==> src/rtl/dmem_arbiter_pkg.sv <==
// Shared definitions for the data-memory arbiter: FSM encoding, port indices and
// default bus widths.
package dmem_arbiter_pkg;

  localparam int ADDR_W_DEF = 64;
  localparam int DATA_W_DEF = 64;

  localparam logic PORT_PIPE = 1'b0;
  localparam logic PORT_LOAD = 1'b1;

  typedef enum logic {
    ST_IDLE   = 1'b0,
    ST_ACCESS = 1'b1
  } state_t;

endpackage

==> src/rtl/dmem_arbiter_if.sv <==
// Requester and data_memory signals of the arbiter. The slave modport is the
// arbiter's view; the master modport is the requester/memory side.
interface dmem_arbiter_if
  import dmem_arbiter_pkg::*;
#(
  parameter int ADDR_W = ADDR_W_DEF,
  parameter int DATA_W = DATA_W_DEF
);

  logic              req0;
  logic              req1;
  logic              we0;
  logic              we1;
  logic [ADDR_W-1:0] addr0;
  logic [ADDR_W-1:0] addr1;
  logic [DATA_W-1:0] wdata0;
  logic [DATA_W-1:0] wdata1;
  logic              gnt0;
  logic              gnt1;
  logic              done0;
  logic              done1;
  logic [DATA_W-1:0] rdata;
  logic              mem_en;
  logic [ADDR_W-1:0] mem_addr;
  logic [DATA_W-1:0] mem_wdata;
  logic [DATA_W-1:0] mem_rdata;

  modport slave (
    input  req0, req1, we0, we1, addr0, addr1, wdata0, wdata1, mem_rdata,
    output gnt0, gnt1, done0, done1, rdata, mem_en, mem_addr, mem_wdata
  );

  modport master (
    output req0, req1, we0, we1, addr0, addr1, wdata0, wdata1, mem_rdata,
    input  gnt0, gnt1, done0, done1, rdata, mem_en, mem_addr, mem_wdata
  );

endinterface

==> src/rtl/dmem_prio_sel.sv <==
// Fixed-priority winner select (pipeline port first) with a starvation counter
// that force-grants the loader port after STARVE_LIMIT consecutive losses.
module dmem_prio_sel
  import dmem_arbiter_pkg::*;
#(
  parameter int STARVE_LIMIT = 4
) (
  input  logic clk,
  input  logic rst,
  input  logic req0,
  input  logic req1,
  input  logic arb_en,
  output logic winner
);

  logic [3:0] starve_cnt;
  logic       starved;

  always_comb begin
    starved = (starve_cnt == 4'(STARVE_LIMIT));
    winner  = (req1 && (!req0 || starved)) ? PORT_LOAD : PORT_PIPE;
  end

  // Counter only moves on an actual grant; a lone port-0 request leaves it alone.
  always_ff @(posedge clk or posedge rst) begin
    if (rst) begin
      starve_cnt <= '0;
    end else if (arb_en && (req0 || req1)) begin
      if (winner == PORT_LOAD)
        starve_cnt <= '0;
      else if (req1 && !starved)
        starve_cnt <= starve_cnt + 4'd1;
    end
  end

endmodule

==> src/rtl/dmem_arbiter.sv <==
// Two-port arbiter in front of data_memory: grant, one-cycle memory access, done.
// Owns the memory write enable, which is high only in the ACCESS cycle of a write.
module dmem_arbiter
  import dmem_arbiter_pkg::*;
#(
  parameter int ADDR_W       = ADDR_W_DEF,
  parameter int DATA_W       = DATA_W_DEF,
  parameter int STARVE_LIMIT = 4
) (
  input  logic           clk,
  input  logic           rst,
  dmem_arbiter_if.slave  bus
);

  state_t            state;
  logic              winner;
  logic              owner;
  logic              gnt0;
  logic              gnt1;
  logic              done0;
  logic              done1;
  logic              mem_en;
  logic [ADDR_W-1:0] mem_addr;
  logic [DATA_W-1:0] mem_wdata;
  logic [DATA_W-1:0] rdata;

  dmem_prio_sel #(
    .STARVE_LIMIT (STARVE_LIMIT)
  ) u_prio_sel (
    .clk    (clk),
    .rst    (rst),
    .req0   (bus.req0),
    .req1   (bus.req1),
    .arb_en (state == ST_IDLE),
    .winner (winner)
  );

  // The memory-side registers double as the request latch: they are loaded at the
  // grant edge and hold until the next grant.
  always_ff @(posedge clk or posedge rst) begin
    if (rst) begin
      state     <= ST_IDLE;
      owner     <= PORT_PIPE;
      gnt0      <= 1'b0;
      gnt1      <= 1'b0;
      done0     <= 1'b0;
      done1     <= 1'b0;
      mem_en    <= 1'b0;
      mem_addr  <= '0;
      mem_wdata <= '0;
      rdata     <= '0;
    end else begin
      gnt0   <= 1'b0;
      gnt1   <= 1'b0;
      done0  <= 1'b0;
      done1  <= 1'b0;
      mem_en <= 1'b0;
      case (state)
        ST_IDLE: begin
          if (bus.req0 || bus.req1) begin
            owner     <= winner;
            gnt0      <= (winner == PORT_PIPE);
            gnt1      <= (winner == PORT_LOAD);
            mem_en    <= (winner == PORT_LOAD) ? bus.we1    : bus.we0;
            mem_addr  <= (winner == PORT_LOAD) ? bus.addr1  : bus.addr0;
            mem_wdata <= (winner == PORT_LOAD) ? bus.wdata1 : bus.wdata0;
            state     <= ST_ACCESS;
          end
        end
        ST_ACCESS: begin
          rdata <= bus.mem_rdata;
          done0 <= (owner == PORT_PIPE);
          done1 <= (owner == PORT_LOAD);
          state <= ST_IDLE;
        end
        default: state <= ST_IDLE;
      endcase
    end
  end

  assign bus.gnt0      = gnt0;
  assign bus.gnt1      = gnt1;
  assign bus.done0     = done0;
  assign bus.done1     = done1;
  assign bus.rdata     = rdata;
  assign bus.mem_en    = mem_en;
  assign bus.mem_addr  = mem_addr;
  assign bus.mem_wdata = mem_wdata;

endmodule
==> src/flat_wrapper.sv <==
// flat-port wrapper written by rule: the top's interface ports become plain ports
module dmem_arbiter_flat import dmem_arbiter_pkg::*;
#(
  parameter int ADDR_W       = ADDR_W_DEF,
  parameter int DATA_W       = DATA_W_DEF,
  parameter int STARVE_LIMIT = 4
)
  (clk, rst, bus_req0, bus_req1, bus_we0, bus_we1, bus_addr0, bus_addr1, bus_wdata0, bus_wdata1, bus_mem_rdata, bus_gnt0, bus_gnt1, bus_done0, bus_done1, bus_rdata, bus_mem_en, bus_mem_addr, bus_mem_wdata);
  dmem_arbiter_if #(.ADDR_W(ADDR_W), .DATA_W(DATA_W)) bus_i ();
  input  logic clk;
  input  logic rst;
  input wire logic [$bits(bus_i.req0)-1:0] bus_req0;
  input wire logic [$bits(bus_i.req1)-1:0] bus_req1;
  input wire logic [$bits(bus_i.we0)-1:0] bus_we0;
  input wire logic [$bits(bus_i.we1)-1:0] bus_we1;
  input wire logic [$bits(bus_i.addr0)-1:0] bus_addr0;
  input wire logic [$bits(bus_i.addr1)-1:0] bus_addr1;
  input wire logic [$bits(bus_i.wdata0)-1:0] bus_wdata0;
  input wire logic [$bits(bus_i.wdata1)-1:0] bus_wdata1;
  input wire logic [$bits(bus_i.mem_rdata)-1:0] bus_mem_rdata;
  output wire logic [$bits(bus_i.gnt0)-1:0] bus_gnt0;
  output wire logic [$bits(bus_i.gnt1)-1:0] bus_gnt1;
  output wire logic [$bits(bus_i.done0)-1:0] bus_done0;
  output wire logic [$bits(bus_i.done1)-1:0] bus_done1;
  output wire logic [$bits(bus_i.rdata)-1:0] bus_rdata;
  output wire logic [$bits(bus_i.mem_en)-1:0] bus_mem_en;
  output wire logic [$bits(bus_i.mem_addr)-1:0] bus_mem_addr;
  output wire logic [$bits(bus_i.mem_wdata)-1:0] bus_mem_wdata;
  assign bus_i.req0 = bus_req0;
  assign bus_i.req1 = bus_req1;
  assign bus_i.we0 = bus_we0;
  assign bus_i.we1 = bus_we1;
  assign bus_i.addr0 = bus_addr0;
  assign bus_i.addr1 = bus_addr1;
  assign bus_i.wdata0 = bus_wdata0;
  assign bus_i.wdata1 = bus_wdata1;
  assign bus_i.mem_rdata = bus_mem_rdata;
  assign bus_gnt0 = bus_i.gnt0;
  assign bus_gnt1 = bus_i.gnt1;
  assign bus_done0 = bus_i.done0;
  assign bus_done1 = bus_i.done1;
  assign bus_rdata = bus_i.rdata;
  assign bus_mem_en = bus_i.mem_en;
  assign bus_mem_addr = bus_i.mem_addr;
  assign bus_mem_wdata = bus_i.mem_wdata;
  dmem_arbiter #(.ADDR_W(ADDR_W), .DATA_W(DATA_W), .STARVE_LIMIT(STARVE_LIMIT)) u_core (.clk(clk), .rst(rst), .bus(bus_i));
endmodule
==> config.mk <==
export PLATFORM = sky130hd
export DESIGN_NAME = dmem_arbiter_flat
export DESIGN_NICKNAME = d
export VERILOG_FILES = /design/src/rtl/dmem_arbiter_pkg.sv /design/src/rtl/dmem_arbiter_if.sv /design/src/rtl/dmem_prio_sel.sv /design/src/rtl/dmem_arbiter.sv /design/src/flat_wrapper.sv
export SDC_FILE = /design/constraint.sdc
export NUM_CORES = 1
export LEC_CHECK = 0
export ABC_AREA = 1
export BUFFER_PORTS_ARGS = -buffer_cell sky130_fd_sc_hd__buf_2
export CORE_AREA = 2 2 206 208
export DETAILED_ROUTE_END_ITERATION = 10
export DIE_AREA = 0 0 208 210
export SYNTH_ARGS = -nofsm -noshare
export SYNTH_HDL_FRONTEND = slang
export SYNTH_SLANG_ARGS = --single-unit
==> constraint.sdc <==
create_clock -name clk -period 17.7 [get_ports clk]
set_clock_uncertainty 0.2 [all_clocks]
set_input_delay 5.31 -clock clk [delete_from_list [all_inputs] [get_ports clk]]
set_output_delay 5.31 -clock clk [all_outputs]
set_load 0.01 [all_outputs]
==> impl_metrics.env <==
export IMPL_required_ns=17.96
export IMPL_firstDrtPassIters=5
export IMPL_dp_hpwl_mm=25.5
export IMPL_stdcell_area_um2=13900
export IMPL_io_pins=523
export IMPL_grt_max_degree=88
export IMPL_syn_area_per_cell_um2=7.09
export IMPL_netlist_area_leader_share=0.505
export IMPL_coreArea_um2=41500
export IMPL_ctsHoldBuffers=0
export IMPL_hold_violations=0
export IMPL_rows=75
export IMPL_synth_distinct_cells=16
export IMPL_tns_ns=0
export IMPL_io_buffers=522
export IMPL_first_global_vias=10200
export IMPL_root_buffer="clkbuf_16"
export IMPL_drv_cap=0
export IMPL_fp_dieW_um=208
export IMPL_endpoint_kind="flip-flop"
export IMPL_yosys_top_cells_area="dfrtp_1 51%, nand2_1 22%, nand3_1 13%"
export IMPL_nNetsFinal=2221
export IMPL_syn_nets=1746
export IMPL_worstSetupPathType="in2reg"
export IMPL_drive_above_1_share=0.305
export IMPL_timing_fmax_mhz=131
export IMPL_clk_latency_ns=0.54
export IMPL_postSynthCellCount=1418
export IMPL_die_area_um2=43700
export IMPL_antenna_left=0
export IMPL_globalplace_congestion=0.850
export IMPL_synth_area_um2=10100
export IMPL_rsz0062_at_grt="no"
export IMPL_grt_pass1_wl_mm=54.6
export IMPL_wl_mm=35.3
export IMPL_grt_total_usage=0.154
export IMPL_seq_area_frac_synth=0.505
export IMPL_grt_ovfl_total=0
export IMPL_drc=0
export IMPL_post_cts_buffers=0
export IMPL_startpoint_type="input pin"
export IMPL_worst_slew_pin_slew_ns=0.981
export IMPL_routedWlPerCell_um=14.4
export IMPL_n_fill_cell=4503
export IMPL_cellPowerDensity_nw_per_um2=112
export IMPL_period_needed_ns=7.63
export IMPL_hp_class="reg2reg"
export IMPL_cts_buffer_depth=3
export IMPL_clk_pin_slew_ns=0.06
export IMPL_start_util=0.242
export IMPL_numCtsBuffers=25
export IMPL_syn_to_final_growth_pct=38.6
export IMPL_ir_drop_mv=0.0522
export IMPL_first_iter_violations=485
export IMPL_via_per_inst=4.29
export IMPL_utilization=0.336
export IMPL_cts_resized=0
export IMPL_final_period_utilization=0.431
export IMPL_clock_sinks=203
export IMPL_max_slew_margin_rel=0.346
export IMPL_wl_met1_mm=14.5
export IMPL_route_met3_wl_mm=2.61
export IMPL_status="complete, no violations"
export IMPL_die_h_um=210
export IMPL_finalMaxSlewViolations=0
export IMPL_ys_warn_count=0
export IMPL_cts_htree_levels=1
export IMPL_cts_tree="done"
export IMPL_crit_arrival_ns=7.89
export IMPL_met2_length_mm=17.4
export IMPL_grt_antenna_before_repair=4
export IMPL_finalSetupViolCount=0
export IMPL_critPathMaxFanout=82
export IMPL_num_vias=10500
export IMPL_p_leak_nw=8.74
export IMPL_synth_seq_cells=203
export IMPL_r2r_slack_ns=14.46
export IMPL_placed_cell_area_um2=13100
export IMPL_top_layer_used="met5"
export IMPL_synth_area_leader_cell="dfrtp_1"
## sequential cells by signal (all words and copies together), names as in the netlist
name and flops:
u_core.bus.rdata 64, u_core.bus.mem_en 1, u_core.bus.done0 1, u_core.bus.gnt0 1, u_core.bus.mem_wdata 64, u_core.bus.gnt1 1, u_core.bus.done1 1, u_core.u_prio_sel.starve_cnt 4
u_core.state 1, u_core.owner 1, u_core.bus.mem_addr 64
## worst max-delay path: stages
cell	delay (ns)
buf_4	0.50
nor2_1	0.18
nor2_4	0.15
buf_4	0.48
buf_4	0.81
nand3_1	0.19
nand2_1	0.12
## kinds of logic (layout without fill, tap and decap cells)
group	count (synthesis)	in the layout	synth area share
fa+ha+maj	2	2	0.00249
buf+inv	353	847	0.137
simple gates	856	856	0.352
compound gates	3	3	0.00174
flops	203	203	0.505
other cells	0	2	0
xor+xnor	1	1	0.000871
## routing by layer
layer / vias to the layer above / global-route usage
met5: - / 0
met4: 4 / 0.0465
met3: 46 / 0.0332
met2: 403 / 0.271
met1: 4910 / 0.189
li1: 5158 / -
## through the flow
step           power, mW  instances  hold WS (ns)  setup WS [ns]
2_1_floorplan      0.844       1418         0.226           6.65
3_3_place_gp        1.04       2405         0.245           9.63
3_5_place_dp        1.05       2405         0.240           9.57
4_1_cts             1.58       2451         0.251          10.08
5_1_grt             1.65       2452         0.281           9.92
6_report            1.56       2453         0.250          10.07
## power breakdown
part           total (mW)  internal [mW]  switching (mW)  leakage [nW]
Clock               0.524          0.318           0.207         0.428
Combinational       0.417          0.156           0.261          5.85
Sequential          0.616          0.560          0.0563          2.46
## synth_stat cells
master,count
xor2_1,1
o21bai_1,1
buf_1,13
o21ai_0,2
inv_2,1
inv_1,268
nand2_1,585
ha_1,2
nor2_1,8
nand2_2,1
dfrtp_1,203
buf_4,1
nor2_2,1
buf_2,42
nand3_1,261
clkbuf_1,28
## layout by cell type (no fill, tap or decap), types with 7 or more instances in the layout
cell type  netlist  final
nand3_1        261    261
clkbuf_16        0     25
clkbuf_8         0      7
nor2_1           8      8
buf_4            1     11
dfrtp_1        203    202
clkinv_2         0      7
inv_1          268    266
buf_2           42    521
nand2_1        585    584
## path summary, 6_finish.rpt
check | startpoint | to | cells past startpoint
worst max-delay path | bus_req1 | u_core.bus.mem_addr[22] | 7
worst min-delay path | u_core.owner | u_core.bus.done0 | 1
worst max register to register | u_core.u_prio_sel.starve_cnt[0] | u_core.bus.mem_addr[22] | 9
worst min register to register | u_core.owner | u_core.bus.done0 | 1
max in group asynchronous | rst | u_core.bus.mem_wdata[18] | 3
min in group asynchronous | rst | u_core.bus.mem_wdata[56] | 2
## final cells by class
cell class	count	area (um^2)	area share
Clock buffer	33	726	0.0521
Timing Repair Buffer	532	2690	0.193
Inverter	269	1020	0.0732
Multi-Input combinational cell	862	3610	0.259
Clock inverter	13	129	0.00925
Antenna cell	2	5.00	0.000359
Tap cell	539	674	0.0484
Sequential cell	203	5080	0.365
No activity file was read; power rests on OpenSTA's default activity.
